### config.mk
export PLATFORM = sky130hd
export DESIGN_NAME = snake_renderer
export DESIGN_NICKNAME = d
export VERILOG_FILES = /design/src/rtl/snake_renderer.sv
export SDC_FILE = /design/constraint.sdc
export NUM_CORES = 1
export LEC_CHECK = 0
export CAP_MARGIN = 20
export CORE_ASPECT_RATIO = 0.9
export CORE_UTILIZATION = 51
export DETAILED_ROUTE_END_ITERATION = 8
export PLACE_DENSITY = 0.8
export SLEW_MARGIN = 20
export SYNTH_ARGS = -nofsm -noshare
export SYNTH_HDL_FRONTEND = slang
export SYNTH_SLANG_ARGS = --single-unit
### constraint.sdc
create_clock -name Clk -period 6.7 [get_ports Clk]
set_input_delay 0.67 -clock Clk [delete_from_list [all_inputs] [get_ports Clk]]
set_output_delay 0.67 -clock Clk [all_outputs]
set_load 0.005 [all_outputs]
### src/rtl/snake_renderer.sv
// Snake game pixel renderer. It takes one snapshot of the game state per frame,
// finds the grid cell under the beam with running counters, and produces a
// registered colour two pixel strobes after each hCount/vCount.
module snake_renderer #(
  parameter int GRID_COLS  = 16,
  parameter int GRID_ROWS  = 16,
  parameter int LOC_W      = 8,
  parameter int CELL       = 30,
  parameter int MAX_LEN    = 16,
  parameter int H_ORIGIN   = 144,
  parameter int V_ORIGIN   = 35,
  parameter int BLINK_LOG2 = 4
) (
  input  logic                              Clk,
  input  logic                              Reset,
  input  logic                              Pix_En,
  input  logic                              Bright,
  input  logic [9:0]                        hCount,
  input  logic [9:0]                        vCount,
  input  logic                              Frame_Start,
  input  logic                              Qi,
  input  logic                              Qw,
  input  logic                              Ql,
  input  logic                              Qc,
  input  logic [$clog2(MAX_LEN+1)-1:0]      Length,
  input  logic [MAX_LEN*LOC_W-1:0]          Locations_Flat,
  input  logic [LOC_W-1:0]                  Food,
  output logic [11:0]                       rgb,
  output logic [11:0]                       background,
  output logic [BLINK_LOG2-1:0]             Frame_Count
);

  localparam int LEN_W = $clog2(MAX_LEN + 1);
  localparam int XW    = $clog2(CELL + 1);
  localparam int CW    = $clog2(GRID_COLS + 1);
  localparam int RW    = $clog2(GRID_ROWS + 1);

  localparam logic [11:0] C_HEAD = 12'hF80;
  localparam logic [11:0] C_BODY = 12'hFF0;
  localparam logic [11:0] C_FOOD = 12'hFFF;
  localparam logic [11:0] C_LOSE = 12'hF00;
  localparam logic [11:0] C_WIN  = 12'h0F0;

  // Frame snapshot
  logic [LEN_W-1:0]      snap_len_q;
  logic [LOC_W-1:0]      snap_loc_q [MAX_LEN];
  logic [LOC_W-1:0]      snap_food_q;
  logic                  food_valid_q;
  logic [BLINK_LOG2-1:0] frame_cnt_q;
  logic [LEN_W-1:0]      len_clamped;

  // Beam position trackers (position of the last strobed pixel)
  logic [XW-1:0] xsub_q, xsub_d, ysub_q, ysub_d;
  logic [CW-1:0] col_q, col_d;
  logic [RW-1:0] row_q, row_d;

  // Pipeline
  logic [LOC_W-1:0] idx_q, idx_d;
  logic             in_grid_q, in_grid_d;
  logic             bright_q;
  logic [11:0]      rgb_q, pix_d;
  logic [11:0]      bg_q;
  logic             blink, head_hit, body_hit, food_hit;

  assign len_clamped = (Length > LEN_W'(MAX_LEN)) ? LEN_W'(MAX_LEN) : Length;

  // Latch game state once per frame so the picture never tears
  always_ff @(posedge Clk or posedge Reset) begin
    if (Reset) begin
      snap_len_q   <= '0;
      snap_food_q  <= '0;
      food_valid_q <= 1'b0;
      frame_cnt_q  <= '0;
      for (int unsigned i = 0; i < MAX_LEN; i++) snap_loc_q[i] <= '0;
    end else if (Frame_Start) begin
      frame_cnt_q <= frame_cnt_q + 1'b1;
      for (int unsigned i = 0; i < MAX_LEN; i++)
        snap_loc_q[i] <= Locations_Flat[(MAX_LEN-1-i)*LOC_W +: LOC_W];
      if (Qc) snap_food_q <= Food;
      if (Qi) begin
        snap_len_q   <= '0;
        food_valid_q <= 1'b0;
      end else begin
        snap_len_q <= len_clamped;
        if (Qc) food_valid_q <= 1'b1;
      end
    end
  end

  // Cell position of the current pixel, derived from the previous strobe's position
  always_comb begin
    xsub_d = xsub_q;
    col_d  = col_q;
    ysub_d = ysub_q;
    row_d  = row_q;
    if (hCount == 10'(H_ORIGIN)) begin
      xsub_d = '0;
      col_d  = '0;
      if (vCount == 10'(V_ORIGIN)) begin
        ysub_d = '0;
        row_d  = '0;
      end else if (ysub_q == XW'(CELL - 1)) begin
        ysub_d = '0;
        if (row_q < RW'(GRID_ROWS)) row_d = row_q + 1'b1;
      end else begin
        ysub_d = ysub_q + 1'b1;
      end
    end else if (xsub_q == XW'(CELL - 1)) begin
      xsub_d = '0;
      if (col_q < CW'(GRID_COLS)) col_d = col_q + 1'b1;
    end else begin
      xsub_d = xsub_q + 1'b1;
    end
  end

  // Stage 1 inputs: cell index and visibility of the current pixel
  always_comb begin
    in_grid_d = (col_d < CW'(GRID_COLS)) && (row_d < RW'(GRID_ROWS)) &&
                (hCount >= 10'(H_ORIGIN)) && (vCount >= 10'(V_ORIGIN));
    idx_d     = LOC_W'(row_d * GRID_COLS + col_d);
  end

  // Stage 2 colour selection; head beats body beats food beats background
  always_comb begin
    blink    = Ql & frame_cnt_q[BLINK_LOG2-1];
    head_hit = in_grid_q && (snap_len_q != '0) && (idx_q == snap_loc_q[0]);
    body_hit = 1'b0;
    for (int unsigned i = 1; i < MAX_LEN; i++)
      if ((i < 32'(snap_len_q)) && (idx_q == snap_loc_q[i])) body_hit = 1'b1;
    body_hit = body_hit & in_grid_q;
    food_hit = in_grid_q && food_valid_q && (idx_q == snap_food_q);
    if (!bright_q)              pix_d = '0;
    else if (head_hit && !blink) pix_d = C_HEAD;
    else if (body_hit && !blink) pix_d = C_BODY;
    else if (food_hit)           pix_d = C_FOOD;
    else                         pix_d = bg_q;
  end

  // Trackers and both pipeline stages advance only on pixel strobes
  always_ff @(posedge Clk or posedge Reset) begin
    if (Reset) begin
      xsub_q    <= '0;
      col_q     <= '0;
      ysub_q    <= '0;
      row_q     <= '0;
      idx_q     <= '0;
      in_grid_q <= 1'b0;
      bright_q  <= 1'b0;
      rgb_q     <= '0;
    end else if (Pix_En) begin
      xsub_q    <= xsub_d;
      col_q     <= col_d;
      ysub_q    <= ysub_d;
      row_q     <= row_d;
      idx_q     <= idx_d;
      in_grid_q <= in_grid_d;
      bright_q  <= Bright;
      rgb_q     <= pix_d;
    end
  end

  // Background colour follows game state every clock; lose outranks win
  always_ff @(posedge Clk or posedge Reset) begin
    if (Reset)   bg_q <= '0;
    else if (Qi) bg_q <= '0;
    else if (Ql) bg_q <= C_LOSE;
    else if (Qw) bg_q <= C_WIN;
    else         bg_q <= '0;
  end

  assign rgb         = rgb_q;
  assign background  = bg_q;
  assign Frame_Count = frame_cnt_q;

endmodule

==> metrics.cfg <==
[floorplan]
die_height_um = 128.1
die_w_um = 142.1
die-area_mm2 = 0.01821
std_cell_rows = 45
pin_count = 198
core_mm2 = 0.01706
initial_core_util = 0.5282

[synthesis]
yosys_warnings = 0
yosysTopAreaCell = dfrtp_1
synth_edf_count = 0
ys_ff_latch = 178
synthFlopType = dfrtp_1
async_flop_share = 1.000
ys_seq_area_frac = 0.4943
synth_cells = 752
synthDominantCellAreaShare = 0.4943
ys_types = 52
synth.cell_area_mm2 = 0.009011
synthTopCellsByArea = dfrtp_1 49%, mux2_2 18%, xnor2_1 7.2%
syn_area_per_cell_um2 = 11.98

[drt]
post-route-drc-count = 0
wirelength_mm = 21.14
ant_nets = 0
drt_iter0_markers = 393
drt-vias-per-instance = 5.333
wl_per_cell_um = 18.09
first_pass_iters = 5
vias = 6234

[global_route]
grt_antenna_before_repair = 1
overflow = 0
groute.usage.overall = 0.2487
grt_pass1_vias = 6337
grt_max_degree = 86
grt_pass1_wl_mm = 34.09

[power_and_ir_drop]
ir_drop_v = 0.0001922
power_w = 0.003069
power.leakage_nw = 4.692
power_density_mw_per_mm2 = 264.8

[run_status]
status = finished, final reports clean

[cts]
cts_resized = 0
numClockSinks = 178
ctsHoldBuffers = 0
cts_inserted_buffers = 17
clk_pin_slew_ns = 0.07
clock_latency_ns = 0.43
cts_tree = yes
cts_setup_buffers = 0
h-tree-depth = 4
clockRootBuffer = clkbuf_16
clockBufferDepth = 2

[worst_setup_path]
cp_top_family = flip-flops
cp_slowest_cell = dfrtp_1
cpMostUsedCell = nand4_1
max_stage_delay_ns = 0.79
cp_num_buf_inv = 1
path_class = flip-flop to flip-flop
ff2ff_path_depth = 9
crit_arrival_ns = 3.10
crit_path_start_kind = flip-flop
r2r-start = col_q[3]$_DFFE_PP0P_
path_cells = buf_4, xnor2_1, nand4_1, nor4_1, a31oi_1, nand4_1, o41ai_2, o31a_2, a221oi_1
ff2ff_setup_slack_ns = 3.92
required_ns = 7.02
crit_path_end_kind = flip-flop
r2r-end = rgb[6]$_DFFE_PP0P_
critical_path.max_fanout = 11

[sta]
finalSetupViolations = 0
layout_min_cycle_time_ns = 2.783
hold_viol = 0
max_freq_mhz = 359.4
maxSlewViolCount = 0
tns_ns = 0
holdWs_ns = 0.5038
slew_headroom = 0.4217
tightest_slew_ns = 0.8674
skew_ns = 0.007204
rsz0062_at_grt = false
period_share = 0.4153

[min_path]
hold_end = Frame_Count[2]$_DFFE_PP0P_
holdPathStages = 1
hp-class = flip-flop to flip-flop
hold_start = Frame_Count[2]$_DFFE_PP0P_

[placed_design]
io_buffers = 193
hpwl_mm = 14.90
place_congestion = 0.8429
dpl_cell_area_mm2 = 0.01100

[layout]
area_delta_synth_final_pct = 28.65
multiInputGateArea_mm2 = 0.004184
drive_gt1_frac = 0.2120
nets = 1100
fin_util = 0.6795
nFillCells = 1300
antenna_cells = 0
seq_area_mm2 = 0.004454
fin_area_mm2 = 0.01159

[run]
max_cap_violations = 0

[how the worst max path moves through the flow]
stage / startpoint / to / slack, ns / cells past startpoint
after floorplan: Reset / Frame_Count[0]$_DFFE_PP0P_ / 1.20 / 1
after global placement: vCount[6] / idx_q[6]$_DFFE_PP0P_ / 3.52 / 9
after detailed placement: vCount[6] / idx_q[6]$_DFFE_PP0P_ / 3.49 / 9
after CTS: col_q[3]$_DFFE_PP0P_ / rgb[6]$_DFFE_PP0P_ / 3.92 / 9
after global routing: col_q[3]$_DFFE_PP0P_ / rgb[6]$_DFFE_PP0P_ / 3.73 / 9
final: col_q[3]$_DFFE_PP0P_ / rgb[6]$_DFFE_PP0P_ / 3.92 / 9
[registers in the layout, summed over array words and instances (netlist names), 4 cells and up]
register and flops:
Frame_Count 4, col_q 5, idx_q 4, rgb 4
row_q 5, snap_food_q 8, snap_len_q 5, snap_loc_q 128
xsub_q 5, ysub_q 5
[kinds of logic after synthesis]
family          Yosys count  synth area share
compound gates           74           0.05193
buf+inv                  69           0.04263
simple gates            134           0.07887
flops                   178            0.4943
mux                     146            0.1823
other cells               1         0.0004162
fa+ha+maj                 9           0.01250
xor+xnor                141            0.1370
[per-layer routing]
layer / share of wire / global-route usage / up-vias
met5: 0 / 0 / -
met4: 0.012 / 0.06072 / 0
met3: 0.056 / 0.06425 / 20
met2: 0.48 / 0.3985 / 160
met1: 0.45 / 0.3374 / 3096
li1: - / - / 2958
[per-stage QoR]
stage | instances | setup slack [ns]
after floorplan | 755 | 1.200
after global placement | 1137 | 3.523
after detailed placement | 1137 | 3.489
after CTS | 1169 | 3.922
after global routing | 1169 | 3.726
final | 1169 | 3.917
[report_power, final]
group | leakage, nW | internal [W] | switching (W)
Sequential | 2.12 | 0.00121 | 0.000110
Combinational | 2.28 | 0.000406 | 0.000344
Clock | 0.294 | 0.000565 | 0.000439
Total | 4.69 | 0.00218 | 0.000892
[layout make-up]
cell class                      instances  area share
Inverter                               11    0.003994
Tap cell                              235     0.02536
Sequential cell                       178      0.3842
Clock buffer                           18     0.03788
Timing Repair Buffer                  205      0.1745
Clock inverter                         14     0.01306
Multi-Input combinational cell        508      0.3609
[synth_stat cells (2+ instances only)]
| cell | count |
|---|---|
| dfrtp_1 | 178 |
| mux2_2 | 145 |
| xnor2_1 | 74 |
| xor2_1 | 67 |
| buf_4 | 32 |
| nor2_1 | 27 |
| o21ai_0 | 26 |
| nand4_1 | 23 |
| clkbuf_1 | 21 |
| nand2_1 | 21 |
| nand3_1 | 17 |
| nor4_1 | 17 |
| a21oi_1 | 13 |
| nor3_1 | 11 |
| inv_1 | 10 |
| a31oi_1 | 9 |
| ha_1 | 9 |
| o31ai_1 | 5 |
| a211oi_1 | 4 |
| buf_2 | 4 |
| and3_1 | 3 |
| a21boi_0 | 2 |
| a22o_1 | 2 |
| nand2b_1 | 2 |
| nand3b_1 | 2 |
| or3_1 | 2 |
[cell usage in the layout, fill, tap and decap left out, types with 2 or more instances in the layout]
cell type	count
a211oi_1	4
a21boi_0	2
a21oi_1	13
a22o_1	2
a31oi_1	9
and3_1	3
buf_4	12
bufinv_16	2
clkbuf_16	17
clkdlybuf4s50_1	192
clkinv_2	4
conb_1	4
dfrtp_1	178
ha_1	9
inv_1	9
inv_6	6
mux2_2	145
nand2_1	21
nand2b_1	2
nand3_1	17
nand3b_1	2
nand4_1	23
nor2_1	27
nor3_1	11
nor4_1	17
o21ai_0	26
o31ai_1	5
or3_1	2
xnor2_1	74
xor2_1	67
No activity file was read; power rests on OpenSTA's default activity.
